**src/rtl/truth_table_sweeper.sv**
```systemverilog
// Stimulus and checking stage for the block z = x1 | (x2 & x3).
// Steps through all eight input patterns, holds each HOLD cycles and checks z at the end of each window.
module truth_table_sweeper #(
  parameter int HOLD = 10
) (
  input  logic       clk,
  input  logic       rst,
  input  logic       start,
  input  logic       z,
  output logic       x1,
  output logic       x2,
  output logic       x3,
  output logic       busy,
  output logic       done,
  output logic       pass,
  output logic [3:0] err_count,
  output logic [2:0] first_fail
);

  typedef enum logic [1:0] {
    IDLE = 2'd0,
    RUN  = 2'd1,
    DONE = 2'd2
  } state_t;

  localparam logic [7:0] LAST = 8'(HOLD - 1);

  state_t     r_state;
  logic [2:0] r_pat;
  logic [7:0] r_cnt;
  logic [3:0] r_errCount;
  logic [2:0] r_firstFail;
  logic [2:0] r_x;
  logic       r_busy;
  logic       r_done;
  logic       r_pass;

  logic       w_exp;
  logic       w_miss;
  logic [3:0] w_errNext;

  assign w_exp     = r_pat[2] | (r_pat[1] & r_pat[0]);
  assign w_miss    = z ^ w_exp;
  assign w_errNext = r_errCount + {3'd0, w_miss};

  // DONE behaves like IDLE on start, so a held-high start reruns back to back.
  always_ff @(posedge clk or posedge rst) begin
    if (rst) begin
      r_state     <= IDLE;
      r_pat       <= 3'd0;
      r_cnt       <= 8'd0;
      r_errCount  <= 4'd0;
      r_firstFail <= 3'd0;
      r_x         <= 3'd0;
      r_busy      <= 1'b0;
      r_done      <= 1'b0;
      r_pass      <= 1'b0;
    end else begin
      case (r_state)
        IDLE, DONE: begin
          if (start) begin
            r_state     <= RUN;
            r_pat       <= 3'd0;
            r_cnt       <= 8'd0;
            r_errCount  <= 4'd0;
            r_firstFail <= 3'd0;
            r_x         <= 3'd0;
            r_busy      <= 1'b1;
            r_done      <= 1'b0;
            r_pass      <= 1'b0;
          end
        end
        RUN: begin
          if (r_cnt != LAST) begin
            r_cnt <= r_cnt + 8'd1;
          end else begin
            r_cnt      <= 8'd0;
            r_errCount <= w_errNext;
            if (w_miss && (r_errCount == 4'd0)) begin
              r_firstFail <= r_pat;
            end
            if (r_pat != 3'd7) begin
              r_pat <= r_pat + 3'd1;
              r_x   <= r_pat + 3'd1;
            end else begin
              r_state <= DONE;
              r_busy  <= 1'b0;
              r_done  <= 1'b1;
              r_pass  <= (w_errNext == 4'd0);
              r_x     <= 3'd0;
            end
          end
        end
        default: r_state <= IDLE;
      endcase
    end
  end

  assign x1         = r_x[2];
  assign x2         = r_x[1];
  assign x3         = r_x[0];
  assign busy       = r_busy;
  assign done       = r_done;
  assign pass       = r_pass;
  assign err_count  = r_errCount;
  assign first_fail = r_firstFail;

endmodule

```
**config.mk**
```make
export PLATFORM = sky130hd
export DESIGN_NAME = truth_table_sweeper
export DESIGN_NICKNAME = d
export VERILOG_FILES = /design/src/rtl/truth_table_sweeper.sv
export SDC_FILE = /design/constraint.sdc
export NUM_CORES = 1
export LEC_CHECK = 0
export CORE_ASPECT_RATIO = 1.75
export CORE_MARGIN = 2
export CORE_UTILIZATION = 54
export CTS_CLUSTER_SIZE = 12
export DETAILED_ROUTE_END_ITERATION = 8
export GPL_ROUTABILITY_DRIVEN = 0
export PLACE_DENSITY = 0.81
export SYNTH_ARGS = -nofsm -noshare
export SYNTH_HDL_FRONTEND = slang
export SYNTH_SLANG_ARGS = --single-unit
```
**constraint.sdc**
```tcl
create_clock -name clk -period 1.9 [get_ports clk]
set_input_delay 0.285 -clock clk [delete_from_list [all_inputs] [get_ports clk]]
set_output_delay 0.285 -clock clk [all_outputs]
set_load 0.01 [all_outputs]
```
==> results of run 1 <==
==> power by group through the flow <==
stage	clock network, µW	logic (µW)	registers [µW]
floorplan	0	534	937
global placement	0	868	918
detailed placement	0	899	931
CTS	356	913	917
global route	383	1120	945
finish	356	1000	926
==> per-stage QoR <==
step	setup TNS [ps]	area [µm²]	power, µW
2_1_floorplan	0	1350	1470
3_3_place_gp	0	1590	1790
3_5_place_dp	0	1590	1830
4_1_cts	0	1650	2190
5_1_grt	-71.1	1690	2450
6_report	0	1690	2290
==> placed cells by master, fill, tap and decap left out, types with 2 or more instances in the layout <==
master,count
nand3_1,8
xor2_1,4
mux2i_1,2
a21oi_1,3
inv_1,6
o21ai_0,2
nor3_1,2
a31oi_1,6
clkbuf_8,4
buf_4,8
ha_2,3
nand2_1,13
nor2_1,10
o2111ai_1,2
clkdlybuf4s50_1,16
a22o_1,6
o21ai_1,7
dfrtp_1,26
ha_1,3
nor3_2,2
==> cell type report <==
type                       instances  share of cell area
multi-input combinational         97               0.418
sequential                        26               0.386
timing repair buffer              24               0.131
clock buffer                       4              0.0326
tap                               26              0.0193
inverter                           6              0.0134
==> cell families after synthesis <==
| family | synth area share |
|---|---|
| buffers and inverters | 0.0167 |
| AOI/OAI and AO/OA | 0.180 |
| muxes | 0.0232 |
| and+or+nand+nor | 0.194 |
| DFF | 0.482 |
| adders and majority gates | 0.0649 |
| xor gates and xnor gates | 0.0390 |
==> critical path, cell delays in order, from the launching register on <==
cell and delay, ps:
dfrtp_1 420, inv_1 90, ha_1 170, and4bb_2 300, a21oi_1 170, a211o_1 360
a22o_1 260
==> sequential cells by signal, summed over array words and instances (netlist names) <==
| signal | count |
|---|---|
| busy | 1 |
| done | 1 |
| err_count | 4 |
| first_fail | 3 |
| pass | 1 |
| r_cnt | 8 |
| r_pat | 3 |
| r_state | 2 |
| r_x | 3 |
==> timing repair <==
item / in CTS / in global routing
pin swaps: 0 / 4
setup buffers: 0 / 1
resized for setup: 1 / 6
setup endpoints to repair: 1 / 6
==> path summary, 6_finish.rpt <==
path	from	end	cells past startpoint
worst max-delay path	r_cnt[1]$_DFFE_PP0P_	first_fail[2]$_DFFE_PP0P_	6
worst max register to register	r_cnt[1]$_DFFE_PP0P_	first_fail[2]$_DFFE_PP0P_	6
worst min-delay path	rst	err_count[2]$_DFFE_PP0P_	3
min in group clk	r_x[1]$_DFFE_PP0P_	r_x[1]$_DFFE_PP0P_	2
max in group asynchronous	rst	first_fail[2]$_DFFE_PP0P_	3
worst min register to register	r_x[1]$_DFFE_PP0P_	r_x[1]$_DFFE_PP0P_	2
==> metal layers <==
| layer | vias up | track usage |
|---|---|---|
| met1 | 562 | 0.259 |
| li1 | 528 | - |
| met5 | - | 0 |
| met3 | 8 | 0.0155 |
| met2 | 41 | 0.432 |
| met4 | 0 | 0.0789 |
==> qor.txt, run 1 <==
================================================================================
Outcome                                                             complete, no violations
Clock tree from TritonCTS                                                  built
Startpoint-to-endpoint class of the critical path                     reg -> reg
Worst Hold Class                                                     in -> async
Clock transition at path regs                                              90 ps
Register share of total power                                              0.405
Mean Syn Cell Area                                                      10.5 µm²
Starting density of the core                                               0.555
Per-cell routed wire length                                              18.1 µm
Total number of yosys warnings                                                 0
Cell at the root of the clock tree                                      clkbuf_8
Sequential cell area                                                     651 µm²
Leading area contributor after synthesis                                 dfrtp_1
WHS                                                                       371 ps
Total grt overflow                                                             0
Yosys reg bits                                                                26
Primary FF master, synth                                                 dfrtp_1
Number of design rule violations left after detail routing                     0
Number of standard-cell rows in the floorplan                                 24
Post-synthesis async set-or-reset flop share                                1.00
Final Routed Wirelength                                                  3.31 mm
Final critical-path share of the clock period                              0.983
Total nets after synthesis                                                   140
Proportion of power drawn by the clock network                             0.156
Slew at the pin with the worst max-slew slack                             454 ps
Chip height                                                              70.1 µm
Reported net switching power                                              832 µW
Post-CTS Hold Fix Bufs                                                         0
# diodes                                                                       0
Final hold violation count                                                     0
Most frequent cells after synthesis                                 dfrtp_1, nand2_1, nor2_1
GRT Resource Usage Total                                                   0.228
Number of library cell types mapped by synthesis                              37
Area enclosed by the die boundary                                       2930 µm²
Highest ir drop seen on vdd                                             0.768 mV
Area share of the largest cell type after synthesis                        0.482
Fraction of layout instances using a drive strength above 1                0.172
Setup slack after placement                                              15.4 ps
DR vias/cell                                                                6.22
Vias in the first global route                                              1169
Setup Viol. Count Final                                                        0
Number of violations of the max-capacitance limit                              0
Setup clock skew after layout                                           0.624 ps
Gate count of the mapped netlist                                             129
Core Region                                                             2430 µm²
Largest net degree at the start of global routing                             27
Sequential area share after synthesis                                      0.482
Clock latency on the worst-skew pair                                      270 ps
Crit-path max FO                                                               4
Top layer used by detailed routing                                          met4
Most frequent cell after synthesis                                       dfrtp_1
Area growth from synthesis to final layout                                 25.0%
Share of total power consumed by net switching                             0.364
Slew Viols, Final                                                              0
Cell internal power dissipation                                          1450 µW
Maximum clock path buffer count                                                2
Number of fill cells in the layout                                           172
Routed length on met2                                                    1.89 mm
Detailed-routing wirelength on met1                                      1.22 mm
Number of vias after detailed routing                                       1139
Global-route wire length before repair                                   5.24 mm
Worst slew margin relative to its limit                                    0.696
Endpoint class of the critical path                                     register
Worst Path Arrival                                                       2030 ps
Number of cells after detailed placement                                     178
Iteration-0 DRC Markers                                                       57
Final Instance Count excl. Fillers                                           183
Detailed placer's ending HPWL                                            2.33 mm
Antenna-violating nets left                                                    0
Multi-input gate area                                                    706 µm²
Quantity of I/O buffers inserted on ports                                     16
Worst reg-to-reg setup slack                                               30 ps
Number of nets in the final layout                                           169
Max Freq                                                               0.536 GHz
Routed met3 length                                                        125 µm
Most area-consuming cells after synthesis                           dfrtp_1, ha_1, a22o_1
Minimum clock period after layout                                        1870 ps
Crit start category                                                     register
Final core utilization                                                     0.693
Portion of total power attributed to combinational logic                   0.440
DR pass1 iterations                                                            4
Clk sink count                                                                26
Horizontal die dimension                                                 41.8 µm
H-tree level count                                                             1
Number of buffers inserted during clock tree synthesis                         3
Number of enable-type register cells in the synthesized netlist                0
Io pins                                                                       17
Total power density per cell area                                    1360 nW/µm²
Minimum setup slack in the final design                                  32.8 ps
Post-Syn Area                                                           1350 µm²
Critical path required time                                              2060 ps
Total leakage power                                                  0.000761 µW
Number of antenna violations at the first check in global routing              0
================================================================================
(Power assumes the default switching activity.)
==> run 2, diff against run 1 <==
Settings changed: CORE_ASPECT_RATIO 1.75 to 0.75.
==> run 2 against run 1 <==
Net effect:
- final cell count up 6.0%
- largest power group unchanged
- via count down 4.0%
- highest routed layer unchanged
- first-iteration DRC count up 14%
- non-clock buffer count up 3
- sequential share of layout area down 0.42 points
- combinational power up 5%
- the flow now finishes with violations (setup timing)
- global-route usage up 2.5 points
- worst setup slack worse by 64 ps
- clock power down 21%
==> qor.txt, run 2 (same netlist as run 1, synthesis figures left out) <==
================================================================================
Outcome                                                             finished with violations   was complete, no violations
Violated checks                                                     setup timing
Quantity of I/O buffers inserted on ports                                     16   unchanged
Endpoint class of the critical path                                     register   unchanged
Final Routed Wirelength                                                  3.23 mm   was 3.31 mm
Cell at the slowest stage of the critical path                           dfrtp_1   unchanged
Io pins                                                                       17   unchanged
Global-route track usage on met2                                           0.375   was 0.432
Area growth from synthesis to final layout                                 26.4%   was 25.0%
Detailed placer's ending HPWL                                            2.29 mm   was 2.33 mm
Post-CTS Hold Fix Bufs                                                         0   unchanged
GRT Resource Usage Total                                                   0.254   was 0.228
Setup clock skew after layout                                            10.4 ps   was 0.624 ps
Number of design rule violations left after detail routing                     0   unchanged
Largest net degree at the start of global routing                             27   unchanged
Clock latency on the worst-skew pair                                      330 ps   was 270 ps
Vias in the first global route                                              1059   was 1169
Max Freq                                                               0.518 GHz   was 0.536 GHz
Worst-case reg-to-reg path depth                                               9   was 6
Number of violations of the max-capacitance limit                              0   unchanged
Cell-by-cell trace of the critical path                             ha_2 > inv_1 > ha_2 > xnor2_2 > ha_2 > nand2_1 > xor2_1 > a31oi_1 > o21ai_1   was inv_1 > ha_1 > and4bb_2 > a21oi_1 > a211o_1 > a22o_1
Highest-count cells in the layout ignoring fill and taps            dfrtp_1, clkdlybuf4s50_1, nand2_1, buf_4, nor2_1   was dfrtp_1, clkdlybuf4s50_1, nand2_1, nor2_1
Core Region                                                             2330 µm²   was 2430 µm²
Number of vias after detailed routing                                       1093   was 1139
# diodes                                                                       0   unchanged
Clk sink count                                                                26   unchanged
Number of antenna violations at the first check in global routing              0   unchanged
Unrepaired setup endpoints after global routing                              yes
Final TNS setup                                                         -30.9 ps   was 0 ps
WHS                                                                       288 ps   was 371 ps
DR vias/cell                                                                5.63   was 6.22
Worst slew margin relative to its limit                                    0.685   was 0.696
Fraction of layout instances using a drive strength above 1                0.194   was 0.172
Clock transition at path regs                                             140 ps   was 90 ps
Most prevalent standard cell on the critical path                           ha_2
Total Power Consumption                                                  2280 µW   was 2290 µW
Setup Viol. Count Final                                                        1   was 0
Leading cell type in the layout, fill and taps excluded                  dfrtp_1   unchanged
Maximum clock path buffer count                                                2   unchanged
Horizontal die dimension                                                 61.7 µm   was 41.8 µm
Busiest grt layer                                                           met1   was met2
Crit start category                                                     register   unchanged
Cell at the root of the clock tree                                      clkbuf_4   was clkbuf_8
Max FFs per register                                                           8   unchanged
Crit-path max FO                                                               3   was 4
H-tree level count                                                             1   unchanged
Critical path required time                                              2130 ps   was 2060 ps
Global-route wire length before repair                                   5.22 mm   was 5.24 mm
Number of standard-cell rows in the floorplan                                 15   was 24
Clock tree from TritonCTS                                                  built   unchanged
Minimum setup slack in the final design                                 -30.9 ps   was 32.8 ps
Slew Viols, Final                                                              0   unchanged
Final hold violation count                                                     0   unchanged
Worst Hold Class                                                     in -> async   unchanged
Starting density of the core                                               0.580   was 0.555
Slew at the pin with the worst max-slew slack                             471 ps   was 454 ps
Worst Path Arrival                                                       2160 ps   was 2030 ps
GR met3 Demand/Resource                                                   0.0661   was 0.0155
DR pass1 iterations                                                            4   unchanged
Startpoint-to-endpoint class of the critical path                     reg -> reg   unchanged
Number of buffers inserted during clock tree synthesis                         3   unchanged
Number of nets in the final layout                                           172   was 169
Minimum clock period after layout                                        1930 ps   was 1870 ps
Fraction of met1 tracks used by global routing                             0.377   was 0.259
Highest ir drop seen on vdd                                             0.930 mV   was 0.768 mV
Total leakage power                                                  0.000771 µW   was 0.000761 µW
Final critical-path share of the clock period                               1.02   was 0.983
Total grt overflow                                                             0   unchanged
Antenna-violating nets left                                                    0   unchanged
Area enclosed by the die boundary                                       2920 µm²   was 2930 µm²
Most flop-heavy register                                                   r_cnt   unchanged
Chip height                                                              47.3 µm   was 70.1 µm
Total power density per cell area                                    1340 nW/µm²   was 1360 nW/µm²
Largest stage delay on the critical path                                  390 ps   was 420 ps
Per-cell routed wire length                                              16.7 µm   was 18.1 µm
Iteration-0 DRC Markers                                                       65   was 57
================================================================================
## run 2: what timing repair did
| action | 4_1_cts | 5_1_grt |
|---|---|---|
| gates resized for setup | 5 | 3 |
| buffers inserted | 1 | 4 |
| cloned | 0 | 0 |
| pin swaps | 1 | 10 |
| hold endpoints to repair | 0 | 0 |
| endpoints found under the setup margin | 1 | 2 |
## run 2: area by class of cell
cell class                 instances  area (µm²)
multi-input combinational         97         711
sequential                        26         651
fill                             165         622
timing repair buffer              27         243
tap                               34        42.5
clock buffer                       4        36.3
inverter                           6        22.5
## run 2: layer usage
| layer | vias up | wire length, µm |
|---|---|---|
| li1 | 532 | - |
| met4 | 0 | 12 |
| met2 | 22 | 1450 |
| met3 | 2 | 127 |
| met1 | 537 | 1650 |
| met5 | - | 0 |
## run 2: final timing paths
check                                           from                   end  slack, ps
worst max-delay path            r_pat[0]$_DFFE_PP0P_      pass$_DFFE_PP0P_        -30
worst min-delay path                             rst  r_cnt[5]$_DFFE_PP0P_        290
worst max register to register  r_pat[0]$_DFFE_PP0P_      pass$_DFFE_PP0P_        -30
worst min register to register    r_x[1]$_DFFE_PP0P_    r_x[1]$_DFFE_PP0P_        500
max in group asynchronous                        rst  r_pat[1]$_DFFE_PP0P_       1360
min in group clk                  r_x[1]$_DFFE_PP0P_    r_x[1]$_DFFE_PP0P_        500
## run 2: critical path: cells and delay by family, from the launching register on
family	cells	cell delay [ps]
XOR/XNOR	2	360
AO/OA/AOI/OAI	2	310
AND/OR/NAND/NOR	1	100
flip-flops	1	390
buffers and inverters	1	50
adder cells (fa/ha/maj)	3	620
## run 2: power by group
group | total [µW] | internal (µW) | switching, µW
clock network | 283 | 118 | 166
logic | 1050 | 561 | 485
registers | 948 | 739 | 209
total | 2280 | 1420 | 860
## run 2: metrics by stage
| step | util | setup WS [ps] | cell area [µm²] | std cells |
|---|---|---|---|---|
| detailed placement | 0.686 | -75.7 | 1600 | 185 |
| floorplan | - | 156 | 1350 | 129 |
| CTS | 0.712 | 29.6 | 1660 | 190 |
| global placement | 0.686 | 35.6 | 1600 | 185 |
| finish | 0.733 | -30.9 | 1710 | 194 |
| global route | 0.733 | -110 | 1710 | 194 |
==> RTL edit 1 (flow settings as in run 2) <==
Reset style: synchronous (`rst`), changed in one clocked block.
--- a/src/rtl/truth_table_sweeper.sv
+++ b/src/rtl/truth_table_sweeper.sv
@@ -46,3 +46,3 @@
   // DONE behaves like IDLE on start, so a held-high start reruns back to back.
-  always_ff @(posedge clk or posedge rst) begin
+  always_ff @(posedge clk) begin
     if (rst) begin
Function: differs if rst is asserted again (counterexample within 4 cycles, from zero or initial values and one cycle with rst high); with rst held inactive, the same outputs for 10 cycles.
==> RTL edit 1 against run 2 <==
The flow still finishes with violations (negative setup slack); area after synthesis down 1.4%; design area up 6.9%; routed wire length up 15%; critical path depth up 1; die area down 1.3%; sequential cell count unchanged; worst setup slack worse by 150 ps; core utilization up 5.7 points; critical path type unchanged; largest cell class unchanged.
Power is not compared: it rests on default switching activity, and its combinational part moved more than twofold at a synthesized area within 25%.
==> RTL edit 1: results <==
group,metric,value,unit
synthesis,yosysSeqAreaShare,0.391,
worst_setup_path,cp-endpoint,"pass$_SDFFE_PP0P_",
detailed_routing,dr.pass1.iters,4,
place,pre_cts_ws,-325,ps
synthesis,syn_area,0.00133,sq mm
worst_setup_path,startpoint,"r_pat[1]$_SDFFE_PP0P_",
synthesis,async_flop_share,0,
detailed_routing,drtIter0Drc,80,
sta,fin_skew,5.00,ps
synthesis,ys_types,42,
sta,worstMarginPinSlew,371,ps
finish,diodes,0,
finish,largest_reg_flops,8,
synthesis,synth_commonest_cells,"dfxtp_1, a21oi_1, nor2_1",
worst_setup_path,crit_fanout,3,
global_route,grt_max_degree,15,
worst_setup_path,cp_data_arrival_time,2350,ps
worst_setup_path,reg2reg_from,"r_pat[1]$_SDFFE_PP0P_",
finish,nFillCells,159,
sta,layout_setup_ws,-179,ps
synthesis,yosysWarningCount,0,
detailed_routing,routed-via-count,1353,
clock_network,insertion_delay,320,ps
global_route,grt_pass1_vias,1137,
worst_setup_path,reg2regPathDepth,10,
finish,nets,201,
global_route,grt_pass1_wl,5460,um
power,leakagePower,0.682,nW
clock_network,root_buffer,"clkbuf_4",
synthesis,synth_area_leaders,"dfxtp_1, a21oi_1, ha_1",
detailed_routing,routed_wl,3730,um
place,numPortBuffers,16,
finish,drive_above_1_share,0.270,
power,ir_worst_vdd,0.000454,V
global_route,grt_usage,0.266,
synthesis,syn-num-nets,160,
clock_network,cts_made_buffers,3,
min_path,hp-class,"reg -> reg",
clock_network,clk_path_buf_depth,2,
clock_network,htreeDepth,1,
finish,regMostFlops,"r_cnt",
status,violations,"negative setup slack",
global_route,antenna_found_initial,0,
sta,finalSetupViolCount,1,
place,dp_hpwl,2680,um
clock_network,clk_pin_slew_worst_paths,140,ps
status,status,"complete, but fails checks",
==> RTL edit 1: final cells by class <==
class	count	area (sq um)	share of cell area
sequential	26	524	0.288
inverter	5	18.8	0.0103
tap	34	42.5	0.0233
multi-input combinational	112	842	0.462
clock buffer	4	36.3	0.0199
timing repair buffer	42	359	0.197
==> RTL edit 1: routing by layer <==
layer	vias to the layer above	GRT usage	share of wire
met5	-	0	0
met4	0	0.0522	0.0062
met3	4	0.0634	0.074
met2	53	0.440	0.48
met1	662	0.360	0.44
li1	634	-	-
==> RTL edit 1: logic make-up after synthesis <==
| kind of cell | count (synthesis) | share of synthesized area |
|---|---|---|
| XOR/XNOR | 2 | 0.0132 |
| AO/OA/AOI/OAI | 44 | 0.212 |
| adder cells (fa/ha/maj) | 7 | 0.0658 |
| flip-flops | 26 | 0.391 |
| buffers and inverters | 11 | 0.0405 |
| AND/OR/NAND/NOR | 58 | 0.270 |
| multiplexers | 1 | 0.00753 |
==> RTL edit 1: power breakdown <==
group,internal (mW),switching (mW)
clock network,0.117,0.162
registers,0.553,0.00557
logic,0.0653,0.0763
total,0.735,0.244
==> RTL edit 1: what timing repair did <==
action | in CTS | in global routing
hold buffers | 0 | 0
pin swaps | 0 | 1
setup endpoints to repair | 4 | 5
buffers inserted | 0 | 5
gates resized for setup | 2 | 6
==> RTL edit 1: worst min path at each step <==
stage	end	cells after the start	from	slack (ps)
floorplan	r_cnt[3]$_SDFFE_PP0P_	1	r_cnt[3]$_SDFFE_PP0P_	450
global placement	r_x[1]$_SDFFE_PP0P_	2	r_x[1]$_SDFFE_PP0P_	440
detailed placement	r_x[1]$_SDFFE_PP0P_	2	r_x[1]$_SDFFE_PP0P_	460
CTS	r_x[1]$_SDFFE_PP0P_	2	r_x[1]$_SDFFE_PP0P_	480
global route	done$_SDFFE_PP0P_	2	done$_SDFFE_PP0P_	520
finish	done$_SDFFE_PP0P_	2	done$_SDFFE_PP0P_	480
==> RTL edit 1: critical path: stages, from the launching register on <==
cell and delay (ps):
dfxtp_2 380, ha_4 140, inv_2 40, ha_4 160
xnor2_4 130, ha_4 180, buf_4 130, nand3_1 120
nor2_1 60, or4_1 520, a21oi_2 160
==> RTL edit 1: per-stage QoR <==
| stage | area (sq um) | instances | util | setup TNS [ps] |
|---|---|---|---|---|
| 2_1_floorplan | 1380 | 149 | - | -93.6 |
| 3_3_place_gp | 1710 | 214 | 0.739 | -277 |
| 3_5_place_dp | 1710 | 214 | 0.739 | -430 |
| 4_1_cts | 1750 | 218 | 0.758 | -240 |
| 5_1_grt | 1820 | 223 | 0.790 | -316 |
| 6_report | 1820 | 223 | 0.790 | -179 |
==> RTL edit 2 (flow settings as in run 2) <==
Made on the original files. `HOLD`: 10 -> 7.
--- a/src/rtl/truth_table_sweeper.sv
+++ b/src/rtl/truth_table_sweeper.sv
@@ -3,3 +3,3 @@
 module truth_table_sweeper #(
-  parameter int HOLD = 10
+  parameter int HOLD = 7
 ) (
Function: changed (Yosys sat finds a counterexample within 10 cycles, from zero or initial values and one cycle with rst high).
==> RTL edit 2 against run 2 <==
The run still ends with negative setup slack left; sequential cell count unchanged; total power increased by 3.2%; die area increased by 4.0%; design area increased by 8.2%; count of clock-buffer cells in the layout unchanged; worst setup slack got worse by 2.9 ps; routed wire length increased by 6.8%; maximum frequency decreased by 0.15%; synthesized cell count increased by 3.9%; area after synthesis increased by 4.4%; largest power group unchanged.
==> RTL edit 2: results <==
group,metric,value,unit
status,status,"complete, but fails checks",
status,violations,"negative setup slack",
global_route,antenna_found_initial,0,
clock_network,clk_pin_slew_worst_paths,140,ps
global_route,grtUsageMet2,0.436,
worst_setup_path,reg2regPathDepth,10,
place,placed_cells,199,
synthesis,synth_commonest_cells,"dfrtp_1, nand2_1, nor2_1",
finish,regMostFlops,"r_cnt",
clock_network,cts_made_buffers,3,
synthesis,synth_area_leaders,"dfrtp_1, ha_1, nand2_1",
synthesis,yosysSeqAreaShare,0.462,
detailed_routing,wl_met3,140,um
detailed_routing,drtIter0Drc,61,
worst_setup_path,cpPeakStageDelay,420,ps
sta,layout_setup_ws,-33.8,ps
finish,drive_above_1_share,0.259,
detailed_routing,routed-via-count,1242,
worst_setup_path,reg2reg_from,"r_pat[0]$_DFFE_PP0P_",
sta,whs,302,ps
detailed_routing,wire_per_inst,16.9,um
detailed_routing,dr.pass1.iters,4,
synthesis,async_flop_share,1.00,
finish,nFillCells,163,
clock_network,root_buffer,"clkbuf_4",
synthesis,syn-num-nets,145,
global_route,grt_pass1_wl,5640,um
worst_setup_path,timing.rr.end,"pass$_DFFE_PP0P_",
detailed_routing,routed_wl,3450,um
worst_setup_path,cp_top_family,"adder cells",
place,dpl_cell_area,0.00177,sq mm
sta,fin_skew,9.33,ps
worst_setup_path,cp_data_arrival_time,2160,ps
clock_network,insertion_delay,320,ps
power,leakagePower,0.810,nW
global_route,grt_max_degree,27,
power,ir_worst_vdd,0.000709,V
place,dp_hpwl,2550,um
synthesis,syn_area_per_cell,10.5,sq um
global_route,use_met1,0.325,
sta,relSlewSlack,0.672,
finish,nets,182,
clock_network,htreeDepth,1,
detailed_routing,met2_length,1670,um
sta,finalSetupViolCount,2,
detailed_routing,met1_length,1630,um
clock_network,clk_path_buf_depth,2,
global_route,grt_use_met3,0.0624,
detailed_routing,top_layer_used,"met4",
synthesis,ys_types,39,
global_route,grt_usage,0.250,
-- RTL edit 2: worst max-delay path by stage --
stage                                     endpoint  cells after the start  slack, ps
final                             pass$_DFFE_PP0P_                     10        -30
after CTS                         pass$_DFFE_PP0P_                     10        -10
after global routing              pass$_DFFE_PP0P_                     10       -200
after floorplan                   pass$_DFFE_PP0P_                     10       -100
after detailed placement  err_count[2]$_DFFE_PP0P_                     11       -130
after global placement    err_count[2]$_DFFE_PP0P_                      9        -50
-- RTL edit 2: logic make-up (layout without fill, tap and decap cells) --
logic type      Yosys count  after routing  share of synthesized area
xor+xnor                  7              7                     0.0436
compound gates           32             32                      0.174
simple gates             52             52                      0.220
flops                    26             26                      0.462
mux                       2              2                     0.0151
fa+ha+maj                 7              7                     0.0622
buf+inv                   8             44                     0.0222
-- RTL edit 2: cell type report --
type                       count  area [sq um]  area share
inverter                       6          22.5      0.0122
clock buffer                   4          36.3      0.0197
tap                           34          42.5      0.0231
multi-input combinational    100           798       0.433
timing repair buffer          34           295       0.160
sequential                    26           651       0.353
-- RTL edit 2: per-stage QoR --
stage	setup TNS, ps	utilization	setup WS (ps)
after CTS	-21.7	0.770	-15.0
final	-50.6	0.774	-33.8
after global placement	-86.4	0.743	-52.5
after floorplan	-104	-	-104
after detailed placement	-232	0.743	-130
after global routing	-372	0.774	-196
-- RTL edit 2: worst min-delay path, delay by kind of cell --
family	cells	cell delay, ps
buffers and inverters	3	750
-- RTL edit 2: repair_timing --
item / in CTS / in global routing
setup endpoints to repair: 2 / 3
buffers inserted: 1 / 0
pin swaps: 3 / 1
resized for setup: 5 / 1
gates cloned: 0 / 0
-- RTL edit 2: where the power goes --
part / internal (mW) / switching, mW / total (mW)
logic: 0.612 / 0.572 / 1.18
clock network: 0.117 / 0.162 / 0.280
registers: 0.719 / 0.168 / 0.887
